**config.mk**
```make
export PLATFORM = sky130hd
export DESIGN_NAME = fetch_stage
export DESIGN_NICKNAME = d
export VERILOG_FILES = /design/src/rtl/mips_pkg.sv /design/src/rtl/if_id_reg.sv /design/src/rtl/fetch_stage.sv
export SDC_FILE = /design/constraint.sdc
export NUM_CORES = 1
export LEC_CHECK = 0
export ABC_CLOCK_PERIOD_IN_PS = 4000
export CELL_PAD_IN_SITES_DETAIL_PLACEMENT = 1
export CELL_PAD_IN_SITES_GLOBAL_PLACEMENT = 2
export CORE_AREA = 4 4 194 196
export DETAILED_ROUTE_END_ITERATION = 12
export DIE_AREA = 0 0 198 200
export PLACE_DENSITY_LB_ADDON = 0.1
export SLEW_MARGIN = 10
export SYNTH_ARGS = -nofsm -noshare
export SYNTH_HDL_FRONTEND = slang
export SYNTH_HIERARCHICAL = 1
export SYNTH_SLANG_ARGS = --single-unit
```
**constraint.sdc**
```tcl
create_clock -name clk -period 4 [get_ports clk]
set_input_delay 0.4 -clock clk [delete_from_list [all_inputs] [get_ports clk]]
set_output_delay 0.4 -clock clk [all_outputs]
set_load 0.01 [all_outputs]
```
**src/rtl/mips_pkg.sv**
```systemverilog
// Shared encodings and types for the MIPS core front end.
package mips_pkg;
  localparam logic [1:0]  JMP_SEQ = 2'b00;
  localparam logic [1:0]  JMP_J   = 2'b01;
  localparam logic [1:0]  JMP_JR  = 2'b10;
  localparam logic [31:0] NOP_INSTR        = 32'h0;
  localparam logic [31:0] DEFAULT_RESET_PC = 32'h0040_0000;

  typedef enum logic [1:0] {BOOT, REQ, SKID, DROP} fetch_state_e;
endpackage

```
**src/rtl/if_id_reg.sv**
```systemverilog
// IF/ID pipeline register: flush inserts a NOP bubble, load captures, otherwise hold.
module if_id_reg
  import mips_pkg::*;
#(
  parameter int W = 32
) (
  input  logic         clk,
  input  logic         reset,
  input  logic         load,
  input  logic         flush,
  input  logic [W-1:0] instr_d,
  input  logic [W-1:0] pc4_d,
  output logic [W-1:0] instr,
  output logic [W-1:0] pc4,
  output logic         valid
);
  always_ff @(posedge clk or negedge reset) begin
    if (!reset) begin
      instr <= W'(NOP_INSTR);
      pc4   <= '0;
      valid <= 1'b0;
    end else if (flush) begin
      instr <= W'(NOP_INSTR);
      pc4   <= '0;
      valid <= 1'b0;
    end else if (load) begin
      instr <= instr_d;
      pc4   <= pc4_d;
      valid <= 1'b1;
    end
  end
endmodule

```
**src/rtl/fetch_stage.sv**
```systemverilog
// Instruction fetch: PC, req/ready imem handshake, one-entry skid buffer and IF/ID register.
module fetch_stage
  import mips_pkg::*;
#(
  parameter logic [31:0] RESET_PC   = DEFAULT_RESET_PC,
  parameter int          DATA_WIDTH = 32
) (
  input  logic                  clk,
  input  logic                  reset,
  output logic                  imem_req_o,
  output logic [DATA_WIDTH-1:0] imem_addr_o,
  input  logic                  imem_ready_i,
  input  logic [DATA_WIDTH-1:0] imem_rdata_i,
  input  logic                  stall_i,
  input  logic                  zero_i,
  input  logic                  branch_eq_i,
  input  logic                  branch_ne_i,
  input  logic [1:0]            jmp_ctl_i,
  input  logic [DATA_WIDTH-1:0] branch_target_i,
  input  logic [25:0]           jump_index_i,
  input  logic [DATA_WIDTH-1:0] jr_target_i,
  output logic [DATA_WIDTH-1:0] if_id_instr_o,
  output logic [DATA_WIDTH-1:0] if_id_pc4_o,
  output logic                  if_id_valid_o
);
  fetch_state_e          state;
  logic [DATA_WIDTH-1:0] pc_q, addr_q, skid_instr, skid_pc4;
  logic [DATA_WIDTH-1:0] target, ifid_instr_d, ifid_pc4_d;
  logic                  req_q, taken, redirect, load_new, load_skid, ifid_load, ifid_flush;

  assign imem_req_o  = req_q;
  assign imem_addr_o = addr_q;

  always_comb begin
    taken    = (branch_eq_i & zero_i) | (branch_ne_i & ~zero_i) |
               (jmp_ctl_i == JMP_J) | (jmp_ctl_i == JMP_JR);
    redirect = if_id_valid_o & ~stall_i & taken;
    if (jmp_ctl_i == JMP_JR)     target = jr_target_i;
    else if (jmp_ctl_i == JMP_J) target = {if_id_pc4_o[DATA_WIDTH-1 -: 4], jump_index_i, 2'b00};
    else                         target = branch_target_i;
    // An empty IF/ID may be filled even under stall; only a live instruction forces the skid.
    load_new     = (state == REQ) & imem_ready_i & ~redirect & (~stall_i | ~if_id_valid_o);
    load_skid    = (state == SKID) & ~stall_i & ~redirect;
    ifid_load    = load_new | load_skid;
    ifid_flush   = ~stall_i & ~ifid_load;
    ifid_instr_d = load_skid ? skid_instr : imem_rdata_i;
    ifid_pc4_d   = load_skid ? skid_pc4 : addr_q + DATA_WIDTH'(4);
  end

  always_ff @(posedge clk or negedge reset) begin
    if (!reset) begin
      state      <= BOOT;
      pc_q       <= DATA_WIDTH'(RESET_PC);
      addr_q     <= DATA_WIDTH'(RESET_PC);
      req_q      <= 1'b0;
      skid_instr <= '0;
      skid_pc4   <= '0;
    end else begin
      case (state)
        BOOT: begin
          state  <= REQ;
          req_q  <= 1'b1;
          addr_q <= pc_q;
        end
        REQ: begin
          if (redirect) begin
            pc_q <= target;
            // Without ready the request must complete at its old address before retargeting.
            if (imem_ready_i) addr_q <= target;
            else              state  <= DROP;
          end else if (imem_ready_i) begin
            pc_q <= pc_q + DATA_WIDTH'(4);
            if (stall_i && if_id_valid_o) begin
              skid_instr <= imem_rdata_i;
              skid_pc4   <= addr_q + DATA_WIDTH'(4);
              req_q      <= 1'b0;
              state      <= SKID;
            end else begin
              addr_q <= pc_q + DATA_WIDTH'(4);
            end
          end
        end
        SKID: begin
          if (!stall_i) begin
            state <= REQ;
            req_q <= 1'b1;
            if (redirect) begin
              pc_q   <= target;
              addr_q <= target;
            end else begin
              addr_q <= pc_q;
            end
          end
        end
        DROP: begin
          if (imem_ready_i) begin
            state  <= REQ;
            addr_q <= pc_q;
          end
        end
        default: begin
          state <= BOOT;
          req_q <= 1'b0;
        end
      endcase
    end
  end

  if_id_reg #(.W(DATA_WIDTH)) u_if_id (
    .clk     (clk),
    .reset   (reset),
    .load    (ifid_load),
    .flush   (ifid_flush),
    .instr_d (ifid_instr_d),
    .pc4_d   (ifid_pc4_d),
    .instr   (if_id_instr_o),
    .pc4     (if_id_pc4_o),
    .valid   (if_id_valid_o)
  );
endmodule

```
# [Word level (Yosys, flattened, before mapping)]
# Index checks and enable logic that the tools add are counted.
[word_totals] reg_bits=196 latch_bits=0 mem_bits_rw=0 mem_bits_ro=0 inputBits=131 output_inout_bits=98 elab_cells=88 memories=0
[op_classes] add_sub_neg=2 n_mul=0 div_mod_pow=0 n_lt_le_gt_ge=0 n_eq_ne=14 shift=0 mux=33 bitwise_logic=20 reduce_logical=10
[op_table] operator="32-bit two-way mux" n=17
[op_table] operator="32-bit one-hot mux with 4 select lines" n=1
[op_table] operator="32-bit by 3-bit adder with 32-bit output (second input constant)" n=2
[op_table] operator="32-bit one-hot mux with 2 select lines" n=1
[op_table] operator="2-bit two-way mux" n=6
[op_table] operator="1-bit AND" n=10
[op_table] operator="5-bit AND reduction" n=2
[op_table] operator="3-bit inequality test (second input constant)" n=3
[op_table] operator="2-bit inequality test (second input constant)" n=4
[op_table] operator="2-bit one-hot mux with 4 select lines" n=1
[op_table] operator="4-bit AND reduction" n=2
[op_table] operator="2-bit equality test (second input constant)" n=3
[op_table] operator="1-bit two-way mux" n=6
[op_table] operator="1-bit NOT" n=5
[op_table] operator="1-bit bitwise OR" n=5
[op_table] operator="2-bit by 1-bit equality test with 1-bit output (second input constant)" n=2
[op_table] operator="2-bit nonzero test" n=2
[op_table] operator="3-bit by 2-bit inequality test with 1-bit output (second input constant)" n=1
[op_table] operator="1-bit one-hot mux with 3 select lines" n=1
[op_table] operator="3-bit AND reduction" n=1
[op_table] operator="3-bit nonzero test" n=1
[op_table] operator="2-bit logical NOT" n=1
[op_table] operator="2-bit by 1-bit inequality test with 1-bit output (second input constant)" n=1
[op_table] operator="1-bit logical AND" n=1

# [Depth between registers and ports, before layout]
[depth] depth_word=13 depth_mapped=13 ltp_nobuf=8

# [By module]
# The synthesis kept the hierarchy.
[by_module_without_submodules] mod="fetch_stage" instances=1 cells_per_inst=1203 area_per_inst_um2=9411.5
[by_module_without_submodules] mod="if_id_reg" instances=1 cells_per_inst=209 area_per_inst_um2=2637.5

# [Least setup slack after synthesis]
# Ideal clock, no wire load.
[synth_path] kind="reg-to-reg" start="register state[0]" end="register u_if_id.pc4[18]" arrival_time_ns=2.490 required_ns=3.868 slack_ns=1.378 path_stages_with_launch=14 path_buffers=6 period_less_slack_ns=2.622 path_cell_list="dfrtp_1 > inv_1 > ha_1 > clkbuf_1 > inv_1 > or3_1 > clkbuf_1 > buf_1 > clkbuf_1 > nand2_1 > buf_6 > buf_8 > mux2i_1 > nor2_1"
[synth_between] elab_chain_cells=8
[synth_lines] item="start: declaration" line_no="fetch_stage.sv:26" source="fetch_state_e state;"
[synth_lines] item="start signal: assignment" line_no="fetch_stage.sv:52" source="state <= BOOT;"
[synth_lines] item="start signal: assignment" line_no="fetch_stage.sv:61" source="state <= REQ;"
[synth_lines] item="start signal: assignment" line_no="fetch_stage.sv:70" source="else state <= DROP;"
[synth_lines] item="2-bit by 1-bit equality test with 1-bit output" line_no="fetch_stage.sv:42" source="load_new = (state == REQ) & imem_ready_i & ~redirect & (~stall_i | ~if_id_valid_o);"
[synth_lines] item="1-bit AND (3 in a row)" line_no="fetch_stage.sv:42"
[synth_lines] item="1-bit bitwise OR (*)" line_no="fetch_stage.sv:44" source="ifid_load = load_new | load_skid;"
[synth_lines] item="via ifid_load" line_no="fetch_stage.sv:29" source="logic req_q, taken, redirect, load_new, load_skid, ifid_load, ifid_flush;"
[synth_lines] item="1-bit NOT" line_no="fetch_stage.sv:45" source="ifid_flush = ~stall_i & ~ifid_load;"
[synth_lines] item="1-bit AND" line_no="fetch_stage.sv:45"
[synth_lines] item="32-bit two-way mux or 2-bit nonzero test (tied branches)"
[synth_lines] item="end signal: assignment" line_no="if_id_reg.sv:28" source="pc4 <= pc4_d;"
[synth_lines] item="end: declaration" line_no="if_id_reg.sv:14" source="output logic [W-1:0] pc4,"
# Mark *: on every way through the listed nets, which the timed path passes. The rest lies on a longest branch. The select of a mux whose other input is x is not followed.
# A chain may end at the register's enable or synchronous reset.

# [Worst setup path in the final report]
[layout_path] start="register pc_q[6]" end="register pc_q[31]"
[layout_between] elab_chain_cells=4
[layout_lines] item="start: declaration" line_no="fetch_stage.sv:27" source="logic [DATA_WIDTH-1:0] pc_q, addr_q, skid_instr, skid_pc4;"
[layout_lines] item="start signal: assignment" line_no="fetch_stage.sv:53" source="pc_q <= DATA_WIDTH'(RESET_PC);"
[layout_lines] item="start signal: assignment" line_no="fetch_stage.sv:67" source="pc_q <= target;"
[layout_lines] item="start signal: assignment" line_no="fetch_stage.sv:72" source="pc_q <= pc_q + DATA_WIDTH'(4);"
[layout_lines] item="32-bit by 3-bit adder with 32-bit output" line_no="fetch_stage.sv:72"
[layout_lines] item="32-bit two-way mux" line_no="fetch_stage.sv:71" source="end else if (imem_ready_i) begin"
[layout_lines] item="32-bit two-way mux" line_no="fetch_stage.sv:66" source="if (redirect) begin"
[layout_lines] item="32-bit one-hot mux with 2 select lines" line_no="fetch_stage.sv:59" source="case (state)"
# No other way between the ends. The select of a mux whose other input is x is not followed.

==> out/metrics.yaml <==
cts_tree: "built"
dp_cells: 2027
worstPathArrival_ns: 3.24
dpl.hpwl_um: 32000
drc: 0
grt_pass1_wl_um: 68900
total_power_mw: 11.5
io_buffers: 228
crit_start: "pc_q[6]$_DFFE_PN0P_"
syn-cell-area_um2: 12000
avgSynthCellArea_um2: 8.53
ys_seq_area_share_pct: 40.7
fin_nets: 1715
wl_um: 45100
synthFlopType: "dfrtp_1"
synth_cells: 1412
yosys.area_share.simple_pct: 18.2
post_cts_buffers: 0
worstMarginPinSlew_ns: 0.975
detail_route.wl_per_cell_um: 21.9
path_max_fanout: 12
routabilityCongestion: 0.850
synth_compound_area_share_pct: 18.3
clk-insertion-delay-late_ns: 0.46
crit_required_ns: 4.32
final-hold-violation-count: 20
async_flop_share_pct: 100
ys_types: 68
finalCritPeriodShare_pct: 73.1
r2r_slack_ns: 1.07
status: "finished with violations"
synth_top_family_by_area: "compound AO/OA/AOI/OAI gates"
violations: "negative hold slack"
worst_setup_path_start_kind: "flip-flop"
synth_xor_area_share_pct: 3.49
crit_chain: "nand3_1, nor3_1, and2_1, nand2_1, o21ai_0, a21oi_1"
ant_nets: 0
cts_buffers: 17
cts-root-buf: "clkbuf_16"
initial_core_util_pct: 33.4
area_delta_synth_final_pct: 27.6
drive_gt1_share_pct: 9.18
grt_pass1_vias: 11300
slowest_delay_ns: 0.83
r2r_start: "pc_q[6]$_DFFE_PN0P_"
slew_violations: 0
whs_ns: -0.0316
crit_slowest_cell: "nor3_1"
rows: 70
slew_headroom_pct: 34.8
max_freq_ghz: 0.342
cap_violations: 0
power.leakage_nw: 6.41
core_um2: 36100
reg2reg_to: "pc_q[31]$_DFFE_PN0P_"
ys_warn_count: 6
yosys.area_share.adder_pct: 0.623
peakVddDrop_uv: 396
grt.total_usage_pct: 22.3
ioPinCount: 229
die-area_um2: 39600
synthMuxAreaShare_pct: 13.4
htreeDepth: 4
ys_ff_latch: 196
drt-initial-drc-count: 652
vias_per_cell: 5.42
grt_setup_unrepaired: "false"
synth_nets: 1549
crit_path_end_kind: "flip-flop"
dieWidth_um: 198
fillers: 4230
grt_max_degree: 88
clock_skew_ns: 0.0168
antenna_found_initial: 0
hold_buffers: 0
clk_pin_slew_ns: 0.08
ctsResizeCount: 0
numClockSinks: 196
dr.pass1.iters: 5
cellPowerDensity_nw_per_um2: 746
layoutNonFillerInstCount: 2060
grt-ovfl-total: 0
r2r_cells: 6
dieHeight_um: 200
vias: 11200
synth_edf_count: 0
clockBufferDepth: 2
hold_path_class: "in -> async"
finalSetupViolCount: 0
crit_type: "reg -> reg"
finalCriticalPeriod_ns: 2.93
finalSetupTns_ns: 0
fin_util_pct: 42.6
==> layout make-up <==
| class | instances | area [um^2] | area share (%) |
|---|---|---|---|
| antenna | 1 | 2.50 | 0.0163 |
| clock buffer | 19 | 453 | 2.95 |
| clock inverter | 13 | 164 | 1.07 |
| inverter | 19 | 71.3 | 0.464 |
| multi-input combinational | 1075 | 6550 | 42.6 |
| sequential | 196 | 4910 | 31.9 |
| tap | 468 | 586 | 3.81 |
| timing repair buffer | 269 | 2640 | 17.2 |
==> metrics by stage <==
| step | hold slack [ns] | setup slack [ns] | area, um^2 |
|---|---|---|---|
| 6_report | -0.0316 | 1.07 | 15400 |
| 3_3_place_gp | 0.453 | 0.707 | 14800 |
| 2_1_floorplan | 0.104 | 1.38 | 12000 |
| 3_5_place_dp | 0.463 | 0.689 | 14800 |
| 4_1_cts | 0.0146 | 1.08 | 15400 |
| 5_1_grt | 0.0141 | 0.841 | 15400 |
==> synth_stat cells (7+ instances only) <==
cell type,n,area (um^2)
nor2_1,149,559
o31ai_1,9,67.6
or3_1,10,62.6
nand3_1,34,170
xnor2_1,31,272
a211oi_1,30,225
dfrtp_1,194,4850
buf_1,13,48.8
mux2i_1,106,1060
nand2_1,233,875
nand4_1,16,100
a31oi_1,20,125
xor2_1,17,149
inv_1,18,67.6
a21oi_1,105,526
o211ai_1,7,52.6
clkbuf_1,74,278
nor2b_1,16,100
o21ai_0,124,621
nor3_1,16,80.1
o22ai_1,9,56.3
mux2_2,49,552
buf_2,27,135
==> power breakdown <==
group,internal (mW),switching (mW),leakage (nW)
logic,2.49,3.12,3.63
clock network,0.979,0.870,0.298
registers,2.90,1.10,2.49
==> routing by layer <==
layer / part of all wire [%] / vias up / global-route usage [%]
li1: - / 5291 / -
met2: 49 / 241 / 38.1
met3: 3.6 / 33 / 2.74
met4: 2.0 / 0 / 5.53
met1: 45 / 5601 / 30.4
met5: 0 / - / 0
==> placed cells by master (no fill, tap or decap), drive strengths merged, types with 3 or more instances in the layout <==
cell type      Yosys  routed
nand2            233     233
clkdlybuf4s50      0     225
dfrtp            194     194
nor2             149     149
o21ai            124     124
mux2i            106     106
a21oi            105     105
mux2              49      49
buf               48      43
nand3             36      36
xnor2             31      31
a211oi            30      30
inv               18      23
a31oi             20      20
clkbuf            74      20
xor2              17      17
nor3              17      17
nand4             17      17
nor2b             16      16
or3               10      10
o31ai              9       9
o22ai              9       9
o211ai             7       7
a2bb2oi            7       7
and2               6       6
ha                 6       6
nor4               6       6
o22a               5       5
and4               5       5
clkinv             1       5
o2bb2ai            4       4
o221ai             4       4
a21boi             4       4
o21a               3       3
a21o               3       3
a22oi              3       3
o221a              3       3
a311oi             3       3
a221oi             3       3
a22o               3       3
==> how the worst max path moves through the flow <==
stage | endpoint | slack, ns | cells after the start
6_report | pc_q[31]$_DFFE_PN0P_ | 1.07 | 6
2_1_floorplan | u_if_id/pc4[18]$_DFFE_PN0P_ | 1.38 | 13
5_1_grt | pc_q[27]$_DFFE_PN0P_ | 0.84 | 6
3_5_place_dp | u_if_id/pc4[3]$_DFFE_PN0P_ | 0.69 | 8
3_3_place_gp | u_if_id/pc4[3]$_DFFE_PN0P_ | 0.71 | 8
4_1_cts | u_if_id/pc4[3]$_DFFE_PN0P_ | 1.08 | 8
==> critical path, delay by kind of cell (launching register included) <==
kind | cells | cell delay (ns)
compound gates | 2 | 0.28
flops | 1 | 0.56
simple gates | 4 | 1.95
==> sequential cells by signal (all words and copies together) (netlist names) <==
register	count
u_if_id/pc4	32
imem_addr_o	32
skid_instr	32
u_if_id/valid	1
state	2
pc_q	32
u_if_id/instr	32
skid_pc4	32
imem_req_o	1
==> cell families (layout without fill, tap and decap cells) <==
kind of cell    after synthesis  after routing
simple gates                502            502
compound gates              364            364
other cells                   0              1
xor+xnor                     48             48
buf+inv                     141            320
flops                       196            196
mux                         155            155
fa+ha+maj                     6              6
Power figures use the tool's default switching activity.
